--- config.mk ---
export PLATFORM = sky130hd
export DESIGN_NAME = restoring_divider_seq
export DESIGN_NICKNAME = d
export VERILOG_FILES = /design/src/rtl/restoring_divider_seq.sv
export SDC_FILE = /design/constraint.sdc
export NUM_CORES = 1
export LEC_CHECK = 0
export CAP_MARGIN = 0
export CORE_MARGIN = 10
export CORE_UTILIZATION = 52
export CTS_CLUSTER_SIZE = 30
export DETAILED_ROUTE_END_ITERATION = 6
export PLACE_DENSITY = 0.79
export SKIP_CTS_REPAIR_TIMING = 1
export SLEW_MARGIN = 10
export SYNTH_ARGS = -nofsm -noshare
export SYNTH_HDL_FRONTEND = slang
export SYNTH_SLANG_ARGS = --single-unit
--- constraint.sdc ---
create_clock -name clk -period 2.7 [get_ports clk]
set_input_delay 0.54 -clock clk [delete_from_list [all_inputs] [get_ports clk]]
set_output_delay 0.54 -clock clk [all_outputs]
set_load 0.02 [all_outputs]
--- src/rtl/restoring_divider_seq.sv ---
// Sequential unsigned restoring divider, one shift-subtract-restore step per clock.
// Optional macro RESTDIV_DIVZERO_CHECK_EN: short-circuit divide-by-zero and flag it.
module restoring_divider_seq #(
    parameter int WIDTH = 8
) (
    input  logic             clk,
    input  logic             rst,
    input  logic             start,
    input  logic [WIDTH-1:0] dividend,
    input  logic [WIDTH-1:0] divisor,
    output logic             busy,
    output logic             done,
    output logic [WIDTH-1:0] quotient,
    output logic [WIDTH-1:0] remainder,
    output logic             div_zero
);

    localparam int CW = $clog2(WIDTH);
    localparam logic [CW-1:0] LAST = CW'(WIDTH - 1);

    typedef enum logic [1:0] {
        IDLE = 2'd0,
        RUN  = 2'd1,
        DONE = 2'd2
    } state_t;

    state_t           state_q;
    logic [CW-1:0]    cnt_q;
    logic [WIDTH-1:0] a_q;
    logic [WIDTH-1:0] b_q;
    // R's top bit is always zero after a restore step, so only the low
    // WIDTH bits are stored; the shifted value below is WIDTH+1 wide.
    logic [WIDTH-1:0] r_q;
    logic [WIDTH-1:0] quotient_q;
    logic [WIDTH-1:0] remainder_q;
    logic             busy_q;
    logic             done_q;

    logic [WIDTH:0]   t_shift;
    logic [WIDTH:0]   d_diff;
    logic             qbit;
    logic [WIDTH-1:0] a_d;
    logic [WIDTH-1:0] r_d;

    assign t_shift = {r_q, a_q[WIDTH-1]};
    assign d_diff  = t_shift - {1'b0, b_q};
    assign qbit    = ~d_diff[WIDTH];
    assign r_d     = qbit ? d_diff[WIDTH-1:0] : t_shift[WIDTH-1:0];
    assign a_d     = {a_q[WIDTH-2:0], qbit};

`ifdef RESTDIV_DIVZERO_CHECK_EN
    logic dz_q;

    // Divide-by-zero flag: set on a zero-divisor accept, cleared on the next accept
    always_ff @(posedge clk) begin
        if (rst) begin
            dz_q <= 1'b0;
        end else if (state_q == IDLE && start) begin
            dz_q <= (divisor == '0);
        end
    end

    assign div_zero = dz_q;
`else
    assign div_zero = 1'b0;
`endif

    // Control FSM plus datapath registers; all outputs are registered
    always_ff @(posedge clk) begin
        if (rst) begin
            state_q     <= IDLE;
            cnt_q       <= '0;
            a_q         <= '0;
            b_q         <= '0;
            r_q         <= '0;
            quotient_q  <= '0;
            remainder_q <= '0;
            busy_q      <= 1'b0;
            done_q      <= 1'b0;
        end else begin
            unique case (state_q)
                IDLE: begin
                    if (start) begin
                        a_q   <= dividend;
                        b_q   <= divisor;
                        r_q   <= '0;
                        cnt_q <= '0;
`ifdef RESTDIV_DIVZERO_CHECK_EN
                        if (divisor == '0) begin
                            state_q     <= DONE;
                            done_q      <= 1'b1;
                            quotient_q  <= '1;
                            remainder_q <= dividend;
                        end else begin
                            state_q <= RUN;
                            busy_q  <= 1'b1;
                        end
`else
                        state_q <= RUN;
                        busy_q  <= 1'b1;
`endif
                    end
                end
                RUN: begin
                    a_q <= a_d;
                    r_q <= r_d;
                    if (cnt_q == LAST) begin
                        cnt_q       <= '0;
                        state_q     <= DONE;
                        busy_q      <= 1'b0;
                        done_q      <= 1'b1;
                        quotient_q  <= a_d;
                        remainder_q <= r_d;
                    end else begin
                        cnt_q <= cnt_q + CW'(1);
                    end
                end
                DONE: begin
                    done_q  <= 1'b0;
                    state_q <= IDLE;
                end
                default: begin
                    state_q <= IDLE;
                    busy_q  <= 1'b0;
                    done_q  <= 1'b0;
                end
            endcase
        end
    end

    assign busy      = busy_q;
    assign done      = done_q;
    assign quotient  = quotient_q;
    assign remainder = remainder_q;

endmodule

== After elaboration in Yosys (flattened, before gate mapping) ==
Index checks and enable logic that the tools add are counted.

* Register bits: 47
* Bits of input ports: 19
* Output and inout port bits: 19
* Word-level logic and storage cells: 43

* $add $sub $neg: 2
* Eq/ne operators: 5
* Mux-type cells: 16
* Bitwise gates (word level): 3
* Reduce and logical (&&, ||, !) cells: 8

{| class="wikitable"
|+ Operators with widths
! operator !! number
|-
| 8-bit one-hot mux with 2 select lines || 2
|-
| 8-bit 2-to-1 mux || 3
|-
| 2-bit AND reduction || 5
|-
| 9-bit by 8-bit subtractor with 9-bit output || 1
|-
| 3-bit 2-to-1 mux || 2
|-
| 3-bit one-hot mux with 2 select lines || 1
|-
| 2-bit 2-to-1 mux || 2
|-
| 2-bit inequality test (second input constant) || 2
|-
| 2-bit one-hot mux with 2 select lines || 1
|-
| 3-bit by 1-bit adder with 3-bit output (second input constant) || 1
|-
| 3-bit equality test (second input constant) || 1
|-
| 1-bit 2-to-1 mux || 3
|-
| 1-bit inverter || 3
|-
| 1-bit one-hot mux with 3 select lines || 1
|-
| 3-bit AND reduction || 1
|-
| 2-bit by 1-bit equality test with 1-bit output (second input constant) || 1
|-
| 2-bit equality test (second input constant) || 1
|-
| 2-bit logical NOT || 1
|-
| 1-bit one-hot mux with 2 select lines || 1
|-
| 2-bit nonzero test || 1
|}

== Depth between registers and ports, before layout ==
Gate-level depths: netlist of the first run.

* Word-level depth: 3
* Gate-level depth with buffers: 11
* Gate-level depth less buffers: 10

== Worst setup path before layout of the first run ==
OpenSTA, ideal clock, no wires.

* Kind: reg2reg
* Start: register a_q[7]
* End: register remainder_q[5], in the netlist remainder[5]
* Library setup time: 79 ps
* Arrival time: 2,261 ps
* Required time: 2,621 ps
* Path slack: 360 ps
* Cell stages (with the launch flop): 10
* Cell sequence: dfxtp_1 inv_1 ha_1 inv_1 fa_1 a211oi_2 o211ai_1 a221o_2 o31a_1 a211oi_2

* Cells in the longest elaborated chain, start to end: 2

{| class="wikitable"
|+ RTL lines
! item !! RTL line !! source
|-
| from (decl) || 29 || <nowiki>logic [WIDTH-1:0] a_q;</nowiki>
|-
| from (signal assigned) || 84 || <nowiki>a_q <= dividend;</nowiki>
|-
| 9-bit by 8-bit subtractor with 9-bit output || 46 || <nowiki>assign d_diff = t_shift - {1'b0, b_q};</nowiki>
|-
| 8-bit 2-to-1 mux || 48 || <nowiki>assign r_d = qbit ? d_diff[WIDTH-1:0] : t_shift[WIDTH-1:0];</nowiki>
|-
| to (signal assigned) || 113 || <nowiki>remainder_q <= r_d;</nowiki>
|-
| to (decl) || 35 || <nowiki>logic [WIDTH-1:0] remainder_q;</nowiki>
|}

Every way passes these cells.
A chain may end at the register's enable or synchronous reset.

== Worst setup path in the final report of the first run ==
* Start: register a_q[7]
* End: register remainder_q[3], in the netlist remainder[3]

Same word-level chain as after synthesis.

==> flow_summary_export.csv, run 1 <==
group,metric,value,unit
power_and_ir_drop,power.ir.vdd_worst,0.390,mV
synthesis,synth.net_count,304,
placement,buffer_ports.inserted,36,
routing,via_count,1965,
synthesis,ys_top_cells_by_count,"65 x sky130_fd_sc_hd__nand2_1, 47 x sky130_fd_sc_hd__dfxtp_1, 29 x sky130_fd_sc_hd__a21oi_1, 29 x sky130_fd_sc_hd__nor2_1, 11 x sky130_fd_sc_hd__inv_1",
placement,routabilityCongestion,0.911,
timing,final-max-slew-violation-count,0,
floorplan,initial_util,54.3,%
synthesis,yosysSeqAreaShare,42.7,%
outcome,outcome,"completed",
grt,largest_net_degree_at_the_start_of_global_routing,42,
critical_path,worst-endpoint-required,2.93,ns
clock_tree,clock_transition_at_path_regs,0.09,ns
synthesis,most_used_standard_cell_by_instance_count_after_synthesis,"sky130_fd_sc_hd__nand2_1",
synthesis,ys.warnings.count,0,
clock_tree,clock_tree.htree_level_count,2,
cells_and_area,final_layout_size_suffix_gt1_share,7.17,%
timing,clock-skew-final,0.00779,ns
power_and_ir_drop,pwr_density_cell,645,nW/um^2
grt,globalRouteTotalUtil,14.8,%
clock_tree,cts-root-buf,"sky130_fd_sc_hd__clkbuf_8",
timing,worst_pin_slew,0.938,ns
critical_path,worst-path-max-fanout,8,
cells_and_area,insertedDiodeCount,0,
placement,place.detailed.instances,347,
floorplan,placementRows,23,
cells_and_area,nNetsFinal,336,
routing,dr.pass1.iters,4,
routing,drt-vias-per-instance,5.50,
synthesis,netlist_area,2200,um^2
routing,route.final.wire_length,5.38,mm
floorplan,ios,38,
grt,antenna_found_initial,0,
synthesis,synth_edf_count,0,
routing,avgRoutedWirePerCell,15.1,um
timing,relSlewSlack,37.0,%
timing,timing.final.crit_share,96.4,%
cells_and_area,final_cell_count_no_fill,357,
clock_tree,tritoncts,"yes",
floorplan,design.core.area,4060,um^2
critical_path,timing.reg2reg.worst_path_depth,9,
grt,grt_pass1_wl,9.05,mm
floorplan,die_y,85.1,um
synthesis,unique_masters_post_synth,37,
critical_path,worstPathArrival,2.83,ns
synthesis,synthFlopType,"sky130_fd_sc_hd__dfxtp_1",
clock_tree,cts_made_buffers,5,
routing,detailedRoute.firstIterationViolations,129,
synthesis,share_of_synthesized_registers_carrying_an_async_set_or_reset,0,%
placement,detailedPlacementHpwl,3.65,mm
min_path,min_path_type,"register to register",
critical_path,kind_of_end_point_of_the_critical_path,"register",
timing,setup_viol_count_final,0,
grt,number_of_global_route_vias_before_repair,1906,
cells_and_area,final_core_utilization,66.9,%
synthesis,synth_top_area_share,42.7,%
cells_and_area,area.growth.synth_to_final,23.1,%
floorplan,die_outline_area,7240,um^2
timing,timing_hold_violations_final,0,
synthesis,netlist_top_cells_area,"sky130_fd_sc_hd__dfxtp_1 43%, sky130_fd_sc_hd__nand2_1 11%, sky130_fd_sc_hd__a21oi_1 6.6%",
routing,drcViolationCount,0,
grt,grt-ovfl-total,0,
timing,layout_min_cycle_time,2.60,ns
synthesis,synth_seq_cells,47,
synthesis,syn_inst,274,
synthesis,synth_area_leader_cell,"sky130_fd_sc_hd__dfxtp_1",
power_and_ir_drop,power.static_leakage,1.00,nW
clock_tree,ctsLongestPathBuffers,2,
synthesis,avgSynthCellArea,8.05,um^2
job,maxCapViolations,0,
clock_tree,insertion_delay,0.31,ns
routing,ant_nets,0,
floorplan,die_w,85.1,um
critical_path,critical_path.startpoint_type,"register",
critical_path,worstSetupPathType,"register to register",
clock_tree,clkSinkCount,47,
timing,max_freq,384,MHz
min_path,worst_hold_path.num_cells,2,
## registers in the layout, indices dropped and copies added, names as in the netlist
register,count
a_q,8
b_q,8
quotient,8
r_q,8
remainder,8
cnt_q,3
state_q,2
busy,1
done,1
## final cells by class
class,instances,area [um^2]
Clock buffer,5,68.8
Clock inverter,3,46.3
Fill cell,348,1340
Inverter,11,41.3
Multi-Input combinational cell,202,1170
Sequential cell,47,941
Tap cell,50,62.6
Timing Repair Buffer,39,383
## layout by cell type, fill, tap and decap left out, types with 2 or more instances in the layout
master                            count
sky130_fd_sc_hd__o31a_1               2
sky130_fd_sc_hd__o21ai_1              2
sky130_fd_sc_hd__dfxtp_1             47
sky130_fd_sc_hd__a311oi_1             7
sky130_fd_sc_hd__mux2i_1              3
sky130_fd_sc_hd__a211oi_1             2
sky130_fd_sc_hd__buf_4                3
sky130_fd_sc_hd__clkdlybuf4s50_1     36
sky130_fd_sc_hd__ha_1                10
sky130_fd_sc_hd__a21oi_1             29
sky130_fd_sc_hd__or2_2                2
sky130_fd_sc_hd__clkbuf_8             5
sky130_fd_sc_hd__nand2b_1             5
sky130_fd_sc_hd__xnor2_1              3
sky130_fd_sc_hd__inv_1               11
sky130_fd_sc_hd__a31oi_1              2
sky130_fd_sc_hd__o21ai_0              8
sky130_fd_sc_hd__a211oi_2             4
sky130_fd_sc_hd__nand2_1             65
sky130_fd_sc_hd__o211ai_1             4
sky130_fd_sc_hd__o21a_1               3
sky130_fd_sc_hd__a21oi_2              2
sky130_fd_sc_hd__nor3_1               3
sky130_fd_sc_hd__nand3_1              3
sky130_fd_sc_hd__or2_1                2
sky130_fd_sc_hd__nor2_1              29
## cell families after synthesis
family / count (synthesis) / synth area share [%]
AO/OA/AOI/OAI: 72 / 22.3
XOR/XNOR: 4 / 1.59
adder cells (fa/ha/maj): 11 / 6.58
buffers and inverters: 26 / 5.11
flip-flops: 47 / 42.7
multiplexers: 3 / 1.36
other: 1 / 0.170
AND/OR/NAND/NOR: 110 / 20.2
## worst max-delay path: stages, from the launching register on
cell	delay [ns]
sky130_fd_sc_hd__dfxtp_1	0.32
sky130_fd_sc_hd__inv_1	0.07
sky130_fd_sc_hd__ha_1	0.16
sky130_fd_sc_hd__inv_1	0.05
sky130_fd_sc_hd__fa_2	0.37
sky130_fd_sc_hd__a211oi_4	0.30
sky130_fd_sc_hd__o211ai_1	0.16
sky130_fd_sc_hd__a221o_2	0.52
sky130_fd_sc_hd__o31a_1	0.35
sky130_fd_sc_hd__a211oi_2	0.21
## where the power goes
group / total, mW / switching, mW / internal (mW)
clock network: 0.534 / 0.255 / 0.279
registers: 0.757 / 0.0279 / 0.729
logic: 0.459 / 0.267 / 0.192
total: 1.75 / 0.549 / 1.20
## through the flow
step	setup WS [ns]	TNS, ns	hold WS (ns)	instance area, um^2	power [mW]
detailed placement	0.125	0	0.446	2570	1.19
floorplan	0.360	0	0.436	2200	1.11
CTS	0.0878	0	0.459	2690	1.71
global route	-0.0252	-0.0566	0.471	2710	1.84
finish	0.0980	0	0.457	2710	1.75
global placement	0.198	0	0.443	2570	1.18
## metal layers
metal	track usage [%]	vias to the layer above	wire length (um)
met2	24.5	46	2550
met1	18.0	908	2510
li1	-	1002	-
met5	0	-	0
met4	4.19	0	66
met3	4.49	9	251
## final timing paths
| check | start | to | slack (ns) |
|---|---|---|---|
| worst max-delay path | a_q[7]$_SDFFE_PP0P_ | remainder[3]$_SDFFE_PP0P_ | 0.1 |
| worst min-delay path | quotient[1]$_SDFFE_PP0P_ | quotient[1]$_SDFFE_PP0P_ | 0.46 |
| worst max register to register | a_q[7]$_SDFFE_PP0P_ | remainder[3]$_SDFFE_PP0P_ | 0.1 |
| worst min register to register | quotient[1]$_SDFFE_PP0P_ | quotient[1]$_SDFFE_PP0P_ | 0.46 |
Note: power is estimated with default switching activity, not from simulation.
==> inputs of run 2 (changes only) <==
--- a/config.mk
+++ b/config.mk
@@ -8,6 +8,7 @@
 export CAP_MARGIN = 0
 export CORE_MARGIN = 10
 export CORE_UTILIZATION = 52
+export CTS_CLUSTER_DIAMETER = 80
 export CTS_CLUSTER_SIZE = 30
 export DETAILED_ROUTE_END_ITERATION = 6
 export PLACE_DENSITY = 0.79
==> results of run 2 <==
The final DEF is identical to that of run 1; final timing and power are the same.
